### config.mk
export PLATFORM = sky130hd
export DESIGN_NAME = bus_arbiter_flat
export DESIGN_NICKNAME = d
export VERILOG_FILES = /design/src/rtl/bus_arbiter_pkg.sv /design/src/rtl/bus_arbiter_if.sv /design/src/rtl/bus_arbiter_rr_pick2.sv /design/src/rtl/bus_arbiter.sv /design/src/flat_wrapper.sv
export SDC_FILE = /design/constraint.sdc
export NUM_CORES = 1
export LEC_CHECK = 0
export BUFFER_PORTS_ARGS = -buffer_cell sky130_fd_sc_hd__buf_4
export CAP_MARGIN = 30
export CORE_AREA = 3 3 116 118
export DETAILED_ROUTE_END_ITERATION = 7
export DIE_AREA = 0 0 119 121
export PLACE_DENSITY = 0.88
export SYNTH_ARGS = -nofsm -noshare
export SYNTH_HDL_FRONTEND = slang
export SYNTH_SLANG_ARGS = --single-unit
### constraint.sdc
create_clock -name clk -period 1.8 [get_ports clk]
set_clock_uncertainty 0.1 [all_clocks]
set_input_delay 0.09 -clock clk [delete_from_list [all_inputs] [get_ports clk]]
set_output_delay 0.09 -clock clk [all_outputs]
set_load 0.01 [all_outputs]
### src/rtl/bus_arbiter_pkg.sv
// rtl/bus_arbiter_pkg.sv - shared types and constants for the two-master bus arbiter
package rexta;

  typedef enum logic [1:0] {ARB_IDLE, ARB_XFER, ARB_RESP} arb_state_t;

  // Must decode to no slave on system_bus.
  localparam logic [31:0] BUS_IDLE_ADDR = 32'hFFFF_FFFF;

  typedef logic [0:0] master_id_t;

endpackage

### src/rtl/bus_arbiter_if.sv
// rtl/bus_arbiter_if.sv - master-side and system-bus-side signals of the arbiter
interface bus_arbiter_if;

  logic        m0_req;
  logic        m1_req;
  logic [31:0] m0_addr;
  logic [31:0] m1_addr;
  logic        m0_we;
  logic        m1_we;
  logic [31:0] m0_wdata;
  logic [31:0] m1_wdata;
  logic        m0_ready;
  logic        m1_ready;
  logic        m0_err;
  logic        m1_err;
  logic [31:0] m0_rdata;
  logic [31:0] m1_rdata;
  logic [31:0] bus_addr;
  logic        bus_we;
  logic [31:0] bus_wdata;
  logic [31:0] bus_rdata;
  logic        bus_ready;
  logic [1:0]  grant;

  // Arbiter side: serves the masters and drives the system bus.
  modport slave (
    input  m0_req, m1_req, m0_addr, m1_addr, m0_we, m1_we, m0_wdata, m1_wdata,
    input  bus_rdata, bus_ready,
    output m0_ready, m1_ready, m0_err, m1_err, m0_rdata, m1_rdata,
    output bus_addr, bus_we, bus_wdata, grant
  );

  // Environment side: the bus masters plus the system bus slave.
  modport master (
    output m0_req, m1_req, m0_addr, m1_addr, m0_we, m1_we, m0_wdata, m1_wdata,
    output bus_rdata, bus_ready,
    input  m0_ready, m1_ready, m0_err, m1_err, m0_rdata, m1_rdata,
    input  bus_addr, bus_we, bus_wdata, grant
  );

endinterface

### src/rtl/bus_arbiter_rr_pick2.sv
// rtl/bus_arbiter_rr_pick2.sv - combinational two-way round-robin selector
module rr_pick2
  import rexta::*;
(
  input  logic [1:0] req,
  input  master_id_t last,
  output master_id_t winner,
  output logic       valid
);

  always_comb begin
    valid  = |req;
    winner = master_id_t'(1'b0);
    case (req)
      2'b01:   winner = master_id_t'(1'b0);
      2'b10:   winner = master_id_t'(1'b1);
      2'b11:   winner = ~last;
      default: winner = master_id_t'(1'b0);
    endcase
  end

endmodule

### src/rtl/bus_arbiter.sv
// rtl/bus_arbiter.sv - round-robin two-master arbiter in front of system_bus
module bus_arbiter
  import rexta::*;
#(
  parameter int unsigned TIMEOUT_CYCLES = 255,
  parameter logic [31:0] IDLE_ADDR      = rexta::BUS_IDLE_ADDR
) (
  input logic          clk,
  input logic          reset,
  bus_arbiter_if.slave arb
);

  localparam int unsigned CNT_W = $clog2(TIMEOUT_CYCLES + 1);
  localparam logic [CNT_W-1:0] CNT_LAST = CNT_W'(TIMEOUT_CYCLES - 1);
  localparam logic [CNT_W-1:0] CNT_MAX  = '1;

  arb_state_t       state_q, state_d;
  master_id_t       last_q, last_d;
  master_id_t       owner_q, owner_d;
  logic [1:0]       grant_q, grant_d;
  logic [CNT_W-1:0] cnt_q, cnt_d;
  logic [31:0]      bus_addr_q, bus_addr_d;
  logic             bus_we_q, bus_we_d;
  logic [31:0]      bus_wdata_q, bus_wdata_d;
  logic [1:0]       ready_q, ready_d;
  logic [1:0]       err_q, err_d;
  logic [31:0]      rdata0_q, rdata0_d;
  logic [31:0]      rdata1_q, rdata1_d;

  master_id_t pick_winner;
  logic       pick_valid;

  rr_pick2 u_pick (
    .req    ({arb.m1_req, arb.m0_req}),
    .last   (last_q),
    .winner (pick_winner),
    .valid  (pick_valid)
  );

  always_comb begin
    state_d     = state_q;
    last_d      = last_q;
    owner_d     = owner_q;
    grant_d     = grant_q;
    cnt_d       = cnt_q;
    bus_addr_d  = bus_addr_q;
    bus_we_d    = bus_we_q;
    bus_wdata_d = bus_wdata_q;
    ready_d     = 2'b00;
    err_d       = 2'b00;
    rdata0_d    = '0;
    rdata1_d    = '0;
    case (state_q)
      ARB_IDLE: begin
        if (pick_valid) begin
          owner_d     = pick_winner;
          last_d      = pick_winner;
          grant_d     = 2'b01 << pick_winner;
          cnt_d       = '0;
          bus_addr_d  = pick_winner[0] ? arb.m1_addr  : arb.m0_addr;
          bus_we_d    = pick_winner[0] ? arb.m1_we    : arb.m0_we;
          bus_wdata_d = pick_winner[0] ? arb.m1_wdata : arb.m0_wdata;
          state_d     = ARB_XFER;
        end
      end
      ARB_XFER: begin
        if (cnt_q != CNT_MAX) cnt_d = cnt_q + CNT_W'(1);
        // bus_ready wins over an abort landing in the same cycle.
        if (arb.bus_ready || (cnt_q == CNT_LAST)) begin
          ready_d[owner_q] = 1'b1;
          err_d[owner_q]   = ~arb.bus_ready;
          if (arb.bus_ready) begin
            if (owner_q[0]) rdata1_d = arb.bus_rdata;
            else            rdata0_d = arb.bus_rdata;
          end
          bus_addr_d = IDLE_ADDR;
          bus_we_d   = 1'b0;
          state_d    = ARB_RESP;
        end
      end
      ARB_RESP: begin
        grant_d = 2'b00;
        state_d = ARB_IDLE;
      end
      default: state_d = ARB_IDLE;
    endcase
  end

  always_ff @(posedge clk) begin
    if (reset) begin
      state_q     <= ARB_IDLE;
      last_q      <= master_id_t'(1'b1);
      owner_q     <= master_id_t'(1'b0);
      grant_q     <= 2'b00;
      cnt_q       <= '0;
      bus_addr_q  <= IDLE_ADDR;
      bus_we_q    <= 1'b0;
      bus_wdata_q <= '0;
      ready_q     <= 2'b00;
      err_q       <= 2'b00;
      rdata0_q    <= '0;
      rdata1_q    <= '0;
    end else begin
      state_q     <= state_d;
      last_q      <= last_d;
      owner_q     <= owner_d;
      grant_q     <= grant_d;
      cnt_q       <= cnt_d;
      bus_addr_q  <= bus_addr_d;
      bus_we_q    <= bus_we_d;
      bus_wdata_q <= bus_wdata_d;
      ready_q     <= ready_d;
      err_q       <= err_d;
      rdata0_q    <= rdata0_d;
      rdata1_q    <= rdata1_d;
    end
  end

  assign arb.m0_ready  = ready_q[0];
  assign arb.m1_ready  = ready_q[1];
  assign arb.m0_err    = err_q[0];
  assign arb.m1_err    = err_q[1];
  assign arb.m0_rdata  = rdata0_q;
  assign arb.m1_rdata  = rdata1_q;
  assign arb.bus_addr  = bus_addr_q;
  assign arb.bus_we    = bus_we_q;
  assign arb.bus_wdata = bus_wdata_q;
  assign arb.grant     = grant_q;

endmodule

### src/flat_wrapper.sv
// flat-port wrapper written by rule: the top's interface ports become plain ports
module bus_arbiter_flat import rexta::*;
#(
  parameter int unsigned TIMEOUT_CYCLES = 255,
  parameter logic [31:0] IDLE_ADDR      = rexta::BUS_IDLE_ADDR
)
  (clk, reset, arb_m0_req, arb_m1_req, arb_m0_addr, arb_m1_addr, arb_m0_we, arb_m1_we, arb_m0_wdata, arb_m1_wdata, arb_bus_rdata, arb_bus_ready, arb_m0_ready, arb_m1_ready, arb_m0_err, arb_m1_err, arb_m0_rdata, arb_m1_rdata, arb_bus_addr, arb_bus_we, arb_bus_wdata, arb_grant);
  bus_arbiter_if arb_i ();
  input logic clk;
  input logic reset;
  input wire logic [$bits(arb_i.m0_req)-1:0] arb_m0_req;
  input wire logic [$bits(arb_i.m1_req)-1:0] arb_m1_req;
  input wire logic [$bits(arb_i.m0_addr)-1:0] arb_m0_addr;
  input wire logic [$bits(arb_i.m1_addr)-1:0] arb_m1_addr;
  input wire logic [$bits(arb_i.m0_we)-1:0] arb_m0_we;
  input wire logic [$bits(arb_i.m1_we)-1:0] arb_m1_we;
  input wire logic [$bits(arb_i.m0_wdata)-1:0] arb_m0_wdata;
  input wire logic [$bits(arb_i.m1_wdata)-1:0] arb_m1_wdata;
  input wire logic [$bits(arb_i.bus_rdata)-1:0] arb_bus_rdata;
  input wire logic [$bits(arb_i.bus_ready)-1:0] arb_bus_ready;
  output wire logic [$bits(arb_i.m0_ready)-1:0] arb_m0_ready;
  output wire logic [$bits(arb_i.m1_ready)-1:0] arb_m1_ready;
  output wire logic [$bits(arb_i.m0_err)-1:0] arb_m0_err;
  output wire logic [$bits(arb_i.m1_err)-1:0] arb_m1_err;
  output wire logic [$bits(arb_i.m0_rdata)-1:0] arb_m0_rdata;
  output wire logic [$bits(arb_i.m1_rdata)-1:0] arb_m1_rdata;
  output wire logic [$bits(arb_i.bus_addr)-1:0] arb_bus_addr;
  output wire logic [$bits(arb_i.bus_we)-1:0] arb_bus_we;
  output wire logic [$bits(arb_i.bus_wdata)-1:0] arb_bus_wdata;
  output wire logic [$bits(arb_i.grant)-1:0] arb_grant;
  assign arb_i.m0_req = arb_m0_req;
  assign arb_i.m1_req = arb_m1_req;
  assign arb_i.m0_addr = arb_m0_addr;
  assign arb_i.m1_addr = arb_m1_addr;
  assign arb_i.m0_we = arb_m0_we;
  assign arb_i.m1_we = arb_m1_we;
  assign arb_i.m0_wdata = arb_m0_wdata;
  assign arb_i.m1_wdata = arb_m1_wdata;
  assign arb_i.bus_rdata = arb_bus_rdata;
  assign arb_i.bus_ready = arb_bus_ready;
  assign arb_m0_ready = arb_i.m0_ready;
  assign arb_m1_ready = arb_i.m1_ready;
  assign arb_m0_err = arb_i.m0_err;
  assign arb_m1_err = arb_i.m1_err;
  assign arb_m0_rdata = arb_i.m0_rdata;
  assign arb_m1_rdata = arb_i.m1_rdata;
  assign arb_bus_addr = arb_i.bus_addr;
  assign arb_bus_we = arb_i.bus_we;
  assign arb_bus_wdata = arb_i.bus_wdata;
  assign arb_grant = arb_i.grant;
  bus_arbiter #(.TIMEOUT_CYCLES(TIMEOUT_CYCLES), .IDLE_ADDR(IDLE_ADDR)) u_core (.clk(clk), .reset(reset), .arb(arb_i));
endmodule
==> tab_implementation.tex, run 1 <==
\begin{tabular}{lr}
\hline
Metric & Value \\
\hline
\multicolumn{2}{l}{\textbf{GRT}} \\
Initial antenna violation count & 2 \\
GRT overflow & 0 \\
First-pass GRT wire length & roughly 39000 um \\
Global routing usage summed across all routing layers & around a third \\
Via count of the first global-routing pass & approximately 7.4k \\
Maximum number of pins on one net before global-route repair & 58 \\
\multicolumn{2}{l}{\textbf{Final layout}} \\
Area Growth Syn to Fin & 82.8\% \\
Fill cell instance count of the final layout & 653 \\
Fin nets & about 1.2k \\
Commonest non-fill, non-tap cells in the layout & 313 x sky130\_fd\_sc\_hd\_\_buf\_4, 147 x sky130\_fd\_sc\_hd\_\_dlygate4sd3\_1, 145 x sky130\_fd\_sc\_hd\_\_dfxtp\_1 \\
Post-layout instance count excluding filler cells & roughly 1.3k \\
Most common cell after layout, fill and taps aside & sky130\_fd\_sc\_hd\_\_buf\_4 \\
Share of post-route cells with drive strength above 1 & roughly 35\% \\
\multicolumn{2}{l}{\textbf{Pwr}} \\
Power density over the cells & roughly 890 nW/um\^{}2 \\
Largest vdd supply drop & $\sim$610 uV \\
Switching power as a share of total power & between 20\% and 30\% \\
Total Power & 0.00913 W \\
Part of the power in the clock network & 39.7\% \\
Combinational share of power & a little over a fifth \\
Switching Power & 0.00255 W \\
Leakage power & 4.72 nW \\
Portion of total power attributed to sequential cells & between 30\% and 40\% \\
Pint & roughly 0.0066 W \\
\multicolumn{2}{l}{\textbf{Logic synthesis}} \\
Area share of the largest cell type after synthesis & between 50 and 60\% \\
Sequential-to-total area share from yosys stat & 52.5\% \\
Post-synthesis register bit count & between 100 and 150 \\
Async set-or-reset flop fraction in the synthesized netlist & 0\% \\
Number of synthesized flops with an enable pin & 0 \\
Predominant post-synthesis flop cell & sky130\_fd\_sc\_hd\_\_dfxtp\_1 \\
Library cell occupying the most area in the post-synthesis netlist & sky130\_fd\_sc\_hd\_\_dfxtp\_1 \\
Area of the mapped netlist & 5600 sq um \\
Number of warnings issued by yosys & 0 \\
Mean cell area of the mapped netlist & a little under 9 sq um \\
Number of distinct library cells after synthesis & 40 \\
Syn Nets & between 800 and 900 \\
Cells taking the most area after synthesis & sky130\_fd\_sc\_hd\_\_dfxtp\_1 53\%, sky130\_fd\_sc\_hd\_\_nand2\_1 9.6\%, sky130\_fd\_sc\_hd\_\_and2\_1 7.4\% \\
Number of standard cells after synthesis & around 640 \\
\multicolumn{2}{l}{\textbf{Clocking}} \\
Post-CTS Setup Repair Bufs & 0 \\
\# H-tree levels & 4 \\
CTS tree & built \\
Post-CTS clock slew at the launch and capture registers of the worst setup and hold paths & 70 ps \\
Number of clock sinks seen by CTS & 147 \\
Master cell of the clock root buffer & sky130\_fd\_sc\_hd\_\_clkbuf\_16 \\
Worst skew pair latency & about 400 ps \\
Number of buffers between clock root and the deepest sink & 2 \\
Total CTS buffers & 17 \\
\multicolumn{2}{l}{\textbf{Drt}} \\
Count of vias placed by the detailed router & between 7k and 8k \\
Post-DR vias/cell & 5.63 \\
1st-pass router iterations & 7 \\
Detailed-route wire length per cell & 21.0 um \\
Post-Route WL & 26400 um \\
Number of violations reported at the end of detailed-routing iteration 0 & around 740 \\
Number of nets with antenna violations after detailed routing & 0 \\
Post-route DRC & 0 \\
\multicolumn{2}{l}{\textbf{STA}} \\
Unrepaired setup endpoints after global routing & true \\
Achievable Freq & 545 MHz \\
Number of setup violations in the final report & 1 \\
Post-route fraction of the period consumed by the critical path & 102\% \\
Period minus WS final & around 1800 ps \\
Slew margin rel. & 65.9\% \\
Hold slack & 18.8 ps \\
Worst-margin pin slew & about 510 ps \\
Final worst-path setup slack & -35.0 ps \\
Fin. max-slew vios & 0 \\
Final number of hold-violating endpoints & 0 \\
\multicolumn{2}{l}{\textbf{Place}} \\
Count of buffers from port buffering & approximately 300 \\
Detailed Place HPWL & between 10000 and 15000 um \\
Cell total after placement & around 1.1k \\
Final weighted congestion in routability-driven placement & 0.830 \\
Setup WS pre-CTS & between 100 and 150 ps \\
\multicolumn{2}{l}{\textbf{Floorplan}} \\
Floorplan die height & $\sim$120 um \\
CORE AREA & 12600 sq um \\
Horiz. Die Dim & 119 um \\
Starting density of the core & between 40\% and 50\% \\
Overall die area & 14400 sq um \\
I/O pin total & 302 \\
Placement Rows & slightly above 40 \\
\multicolumn{2}{l}{\textbf{Critical path}} \\
Crit path capture type & flop \\
Crit Path Category & reg -> reg \\
Critical Path RT & between 1500 and 2000 ps \\
Startpoint class of the critical path & flop \\
Worst Path Arrival & roughly 2000 ps \\
Biggest fanout along the worst timing path & 37 \\
\multicolumn{2}{l}{\textbf{Hold path}} \\
Class of the tightest hold or removal check & in -> reg \\
\multicolumn{2}{l}{\textbf{Run status}} \\
Status & finished, violations left \\
Violations in the final reports & setup timing \\
\multicolumn{2}{l}{\textbf{Job}} \\
Number of max-cap violations & 0 \\
\hline
\end{tabular}
final timing paths:
check,startpoint,slack [ps],depth (start not counted),end
min,arb_m0_addr[20],20,4,u_core.arb.bus_addr[20]
min reg2reg,u_core.owner_q,390,1,u_core.ready_q[0]
max reg2reg,u_core.state_q[0],-40,5,u_core.arb.bus_wdata[15]
max,u_core.state_q[0],-40,5,u_core.arb.bus_wdata[15]
flip-flops by register name, indices dropped and copies added (netlist names):
register,count
u_core.arb.bus_addr,32
u_core.arb.bus_wdata,32
u_core.arb.m0_rdata,32
u_core.arb.m1_rdata,32
u_core.cnt_q,8
u_core.arb.grant,2
u_core.err_q,2
u_core.ready_q,2
u_core.state_q,2
u_core.arb.bus_we,1
u_core.last_q,1
u_core.owner_q,1
routing by layer:
layer	global-route usage [%]	vias up	wire length (um)
met5	0	-	0
met4	22.7	0	1840
met3	10.1	158	2710
met2	59.8	609	12700
met1	36.4	3266	9070
li1	-	3043	-
synth_stat cells (4+ instances only):
| library cell | count |
|---|---|
| sky130_fd_sc_hd__a211oi_1 | 33 |
| sky130_fd_sc_hd__buf_6 | 5 |
| sky130_fd_sc_hd__and2_1 | 66 |
| sky130_fd_sc_hd__nor3_1 | 4 |
| sky130_fd_sc_hd__o21ai_0 | 24 |
| sky130_fd_sc_hd__and3_1 | 35 |
| sky130_fd_sc_hd__nand3_1 | 5 |
| sky130_fd_sc_hd__nand2_1 | 143 |
| sky130_fd_sc_hd__a21oi_1 | 6 |
| sky130_fd_sc_hd__dfxtp_1 | 147 |
| sky130_fd_sc_hd__o21ai_1 | 11 |
| sky130_fd_sc_hd__buf_2 | 16 |
| sky130_fd_sc_hd__inv_1 | 5 |
| sky130_fd_sc_hd__clkbuf_1 | 29 |
| sky130_fd_sc_hd__nor2_1 | 40 |
| sky130_fd_sc_hd__a311oi_1 | 33 |
kinds of logic (layout without fill, tap and decap cells):
family / Yosys count / after routing / synth area share, %
simple gates: 304 / 304 / 26.0
flops: 147 / 147 / 52.5
compound gates: 123 / 123 / 15.7
buf+inv: 58 / 506 / 5.11
fa+ha+maj: 2 / 2 / 0.447
mux: 1 / 1 / 0.179
other cells: 0 / 2 / 0
through the flow:
step                      utilization [%]  setup TNS [ps]  instance area (sq um)
final                                81.5           -35.0                  10200
after global routing                 81.5            -274                  10200
after CTS                            80.9               0                  10200
after detailed placement             64.4               0                   8100
after global placement               64.4               0                   8100
after floorplan                         -               0                   5600
power by group through the flow:
stage | logic, W | clock network [W] | registers, W
2_1_floorplan | 0.000577 | 0 | 0.00370
3_3_place_gp | 0.00142 | 0 | 0.00363
3_5_place_dp | 0.00145 | 0 | 0.00363
4_1_cts | 0.00172 | 0.00361 | 0.00357
5_1_grt | 0.00199 | 0.00378 | 0.00361
6_report | 0.00190 | 0.00362 | 0.00360
critical path: stages, from the launching register on:
cell	delay (ps)
sky130_fd_sc_hd__dfxtp_1	390
sky130_fd_sc_hd__nor3_4	230
sky130_fd_sc_hd__buf_12	240
sky130_fd_sc_hd__buf_12	220
sky130_fd_sc_hd__nor2_1	60
sky130_fd_sc_hd__a311oi_1	450
final cells by class:
class	instances	area, sq um	share of cell area (%)
clock buffers	20	457	4.46
clock inverters	12	146	1.43
inverters	5	18.8	0.183
repair buffers	469	4000	39.1
diodes	2	5.00	0.0489
well taps	172	215	2.10
flip-flops and latches	147	2950	28.8
multi-input cells	430	2450	23.9
repair_timing:
item,CTS,global route
hold endpoints to repair,132,0
setup endpoints to repair,0,25
gates resized for setup,0,14
hold buffers,147,0
Note: power is estimated with default switching activity, not from simulation.
==> run 2: changes to the inputs <==
Settings changed: PLACE_DENSITY 0.88 to 0.85.
==> tab_implementation.tex, run 2 (synthesized netlist as in run 1, its figures left out) <==
\begin{tabular}{lr}
\hline
Metric & Value \\
\hline
\multicolumn{2}{l}{\textbf{Place}} \\
Final weighted congestion in routability-driven placement & 0.868 \\
Detailed Place HPWL & 13500 um \\
Cell total after placement & 1077 \\
Count of buffers from port buffering & roughly 300 \\
Area after detailed placement & between 8000 and 9000 sq um \\
\multicolumn{2}{l}{\textbf{Hold path}} \\
Class of the tightest hold or removal check & in -> reg \\
Launch instance of the worst min-delay path & arb\_m1\_addr[12] \\
\multicolumn{2}{l}{\textbf{Floorplan}} \\
Starting density of the core & 44.6\% \\
Floorplan die height & $\sim$120 um \\
I/O pin total & between 300 and 400 \\
Overall die area & 14400 sq um \\
Horiz. Die Dim & between 100 and 150 um \\
CORE AREA & roughly 13000 sq um \\
Placement Rows & between 40 and 50 \\
\multicolumn{2}{l}{\textbf{STA}} \\
Number of setup violations in the final report & 3 \\
Period minus WS final & about 2000 ps \\
Setup TNS & -298 ps \\
Worst-margin pin slew & 464 ps \\
Slew margin rel. & between 60\% and 70\% \\
Unrepaired setup endpoints after global routing & true \\
Final worst-path setup slack & -230 ps \\
Fin. max-slew vios & 0 \\
Achievable Freq & approximately 490 MHz \\
Post-route fraction of the period consumed by the critical path & 113\% \\
Final number of hold-violating endpoints & 0 \\
\multicolumn{2}{l}{\textbf{GRT}} \\
GRT overflow & 0 \\
Initial antenna violation count & 1 \\
Maximum number of pins on one net before global-route repair & 53 \\
Global routing usage summed across all routing layers & $\sim$33\% \\
Via count of the first global-routing pass & around 7.1k \\
First-pass GRT wire length & between 30000 and 40000 um \\
\multicolumn{2}{l}{\textbf{Final layout}} \\
Area Growth Syn to Fin & 84.4\% \\
Core Util, Final & just over 80\% \\
Fill cell instance count of the final layout & about 610 \\
Fin nets & approximately 1.2k \\
Commonest non-fill, non-tap cells in the layout & 316 x sky130\_fd\_sc\_hd\_\_buf\_4, 148 x sky130\_fd\_sc\_hd\_\_dlygate4sd3\_1, 144 x sky130\_fd\_sc\_hd\_\_dfxtp\_1 \\
Share of post-route cells with drive strength above 1 & 35.5\% \\
Post-layout instance count excluding filler cells & approximately 1.3k \\
Final design instance area without fill & slightly above 10000 sq um \\
Area of the multi-input gates & between 2000 and 3000 sq um \\
Most common cell after layout, fill and taps aside & sky130\_fd\_sc\_hd\_\_buf\_4 \\
Reg area & 2950 sq um \\
\multicolumn{2}{l}{\textbf{Drt}} \\
Post-Route WL & approximately 28000 um \\
1st-pass router iterations & 5 \\
Number of nets with antenna violations after detailed routing & 0 \\
Number of violations reported at the end of detailed-routing iteration 0 & just over 800 \\
Post-route DRC & 0 \\
Detailed-route wire length per cell & 22.0 um \\
Count of vias placed by the detailed router & 7181 \\
Post-DR vias/cell & between 5 and 6 \\
\multicolumn{2}{l}{\textbf{Critical path}} \\
Crit path capture type & flop \\
Critical-path cell list & inv\_1 > ha\_1 > a41o\_1 > buf\_12 > a211oi\_1 > o21ai\_1 \\
Standard cell with the maximum stage delay on the critical path & sky130\_fd\_sc\_hd\_\_a211oi\_1 \\
Worst setup path startpoint & u\_core.cnt\_q[0] \\
Crit Path Category & reg -> reg \\
Critical Path RT & approximately 2000 ps \\
Biggest fanout along the worst timing path & 36 \\
Crit path largest cell delay & around 430 ps \\
Worst Path Arrival & 2180 ps \\
Startpoint class of the critical path & flop \\
Startpoint of the worst register-to-register path & u\_core.cnt\_q[0] \\
\multicolumn{2}{l}{\textbf{Pwr}} \\
Total Power & slightly above 0.009 W \\
Leakage power & about 4.8 nW \\
Power density over the cells & 901 nW/um\^{}2 \\
Largest vdd supply drop & 569 uV \\
\multicolumn{2}{l}{\textbf{Job}} \\
Number of max-cap violations & 0 \\
\multicolumn{2}{l}{\textbf{Clocking}} \\
Worst skew pair latency & approximately 420 ps \\
Master cell of the clock root buffer & sky130\_fd\_sc\_hd\_\_clkbuf\_16 \\
Total CTS buffers & 17 \\
Number of clock sinks seen by CTS & $\sim$150 \\
CTS tree & built \\
Number of buffers between clock root and the deepest sink & 2 \\
\# H-tree levels & 4 \\
Post-CTS clock slew at the launch and capture registers of the worst setup and hold paths & 70 ps \\
\multicolumn{2}{l}{\textbf{Run status}} \\
Violations in the final reports & setup timing \\
Status & finished, violations left \\
\hline
\end{tabular}
-- run 2: repair_timing --
item / 4_1_cts / 5_1_grt
setup buffers: 0 / 1
cloned: 0 / 1
endpoints found under the hold margin: 130 / 0
hold buffers: 148 / 0
gates resized for setup: 2 / 25
endpoints found under the setup margin: 1 / 20
-- run 2: final timing paths --
check	cells past startpoint	slack (ps)	to
max	6	-230	u_core.arb.bus_addr[30]
min	4	30	u_core.arb.bus_addr[12]
max reg2reg	6	-230	u_core.arb.bus_addr[30]
min reg2reg	1	400	u_core.ready_q[0]
-- run 2: power by group --
group          internal [W]  switching, W  leakage, nW
clock               0.00221       0.00152        0.293
combinational      0.000994      0.000976         3.26
sequential          0.00345      0.000163         1.20
-- run 2: critical path: cells and delay by family (launching register included) --
kind / cells / cell delay (ps)
compound gates: 3 / 950
flops: 1 / 350
buf+inv: 2 / 250
fa+ha+maj: 1 / 200
-- run 2: layout make-up --
class / count / share of cell area [%]
Timing Repair Buffer: 473 / 39.1
Multi-Input combinational cell: 430 / 24.2
Antenna cell: 1 / 0.0242
Tap cell: 172 / 2.08
Inverter: 5 / 0.182
Sequential cell: 147 / 28.5
Clock inverter: 14 / 1.73
Clock buffer: 18 / 4.15
-- run 2: metal layers --
layer	up-vias	track usage (%)	share of wire [%]	wire [um]
li1	3054	-	-	-
met1	3256	36.0	34	9340
met2	650	58.0	47	13100
met3	219	9.70	11	2990
met4	2	19.6	8.0	2210
met5	-	0	0.047	13
-- run 2: through the flow --
stage	hold WS, ps	setup slack (ps)
after detailed placement	202	12.8
after CTS	0.606	37.4
final	31.4	-230
after floorplan	61.6	176
after global routing	31.2	-238
after global placement	197	127
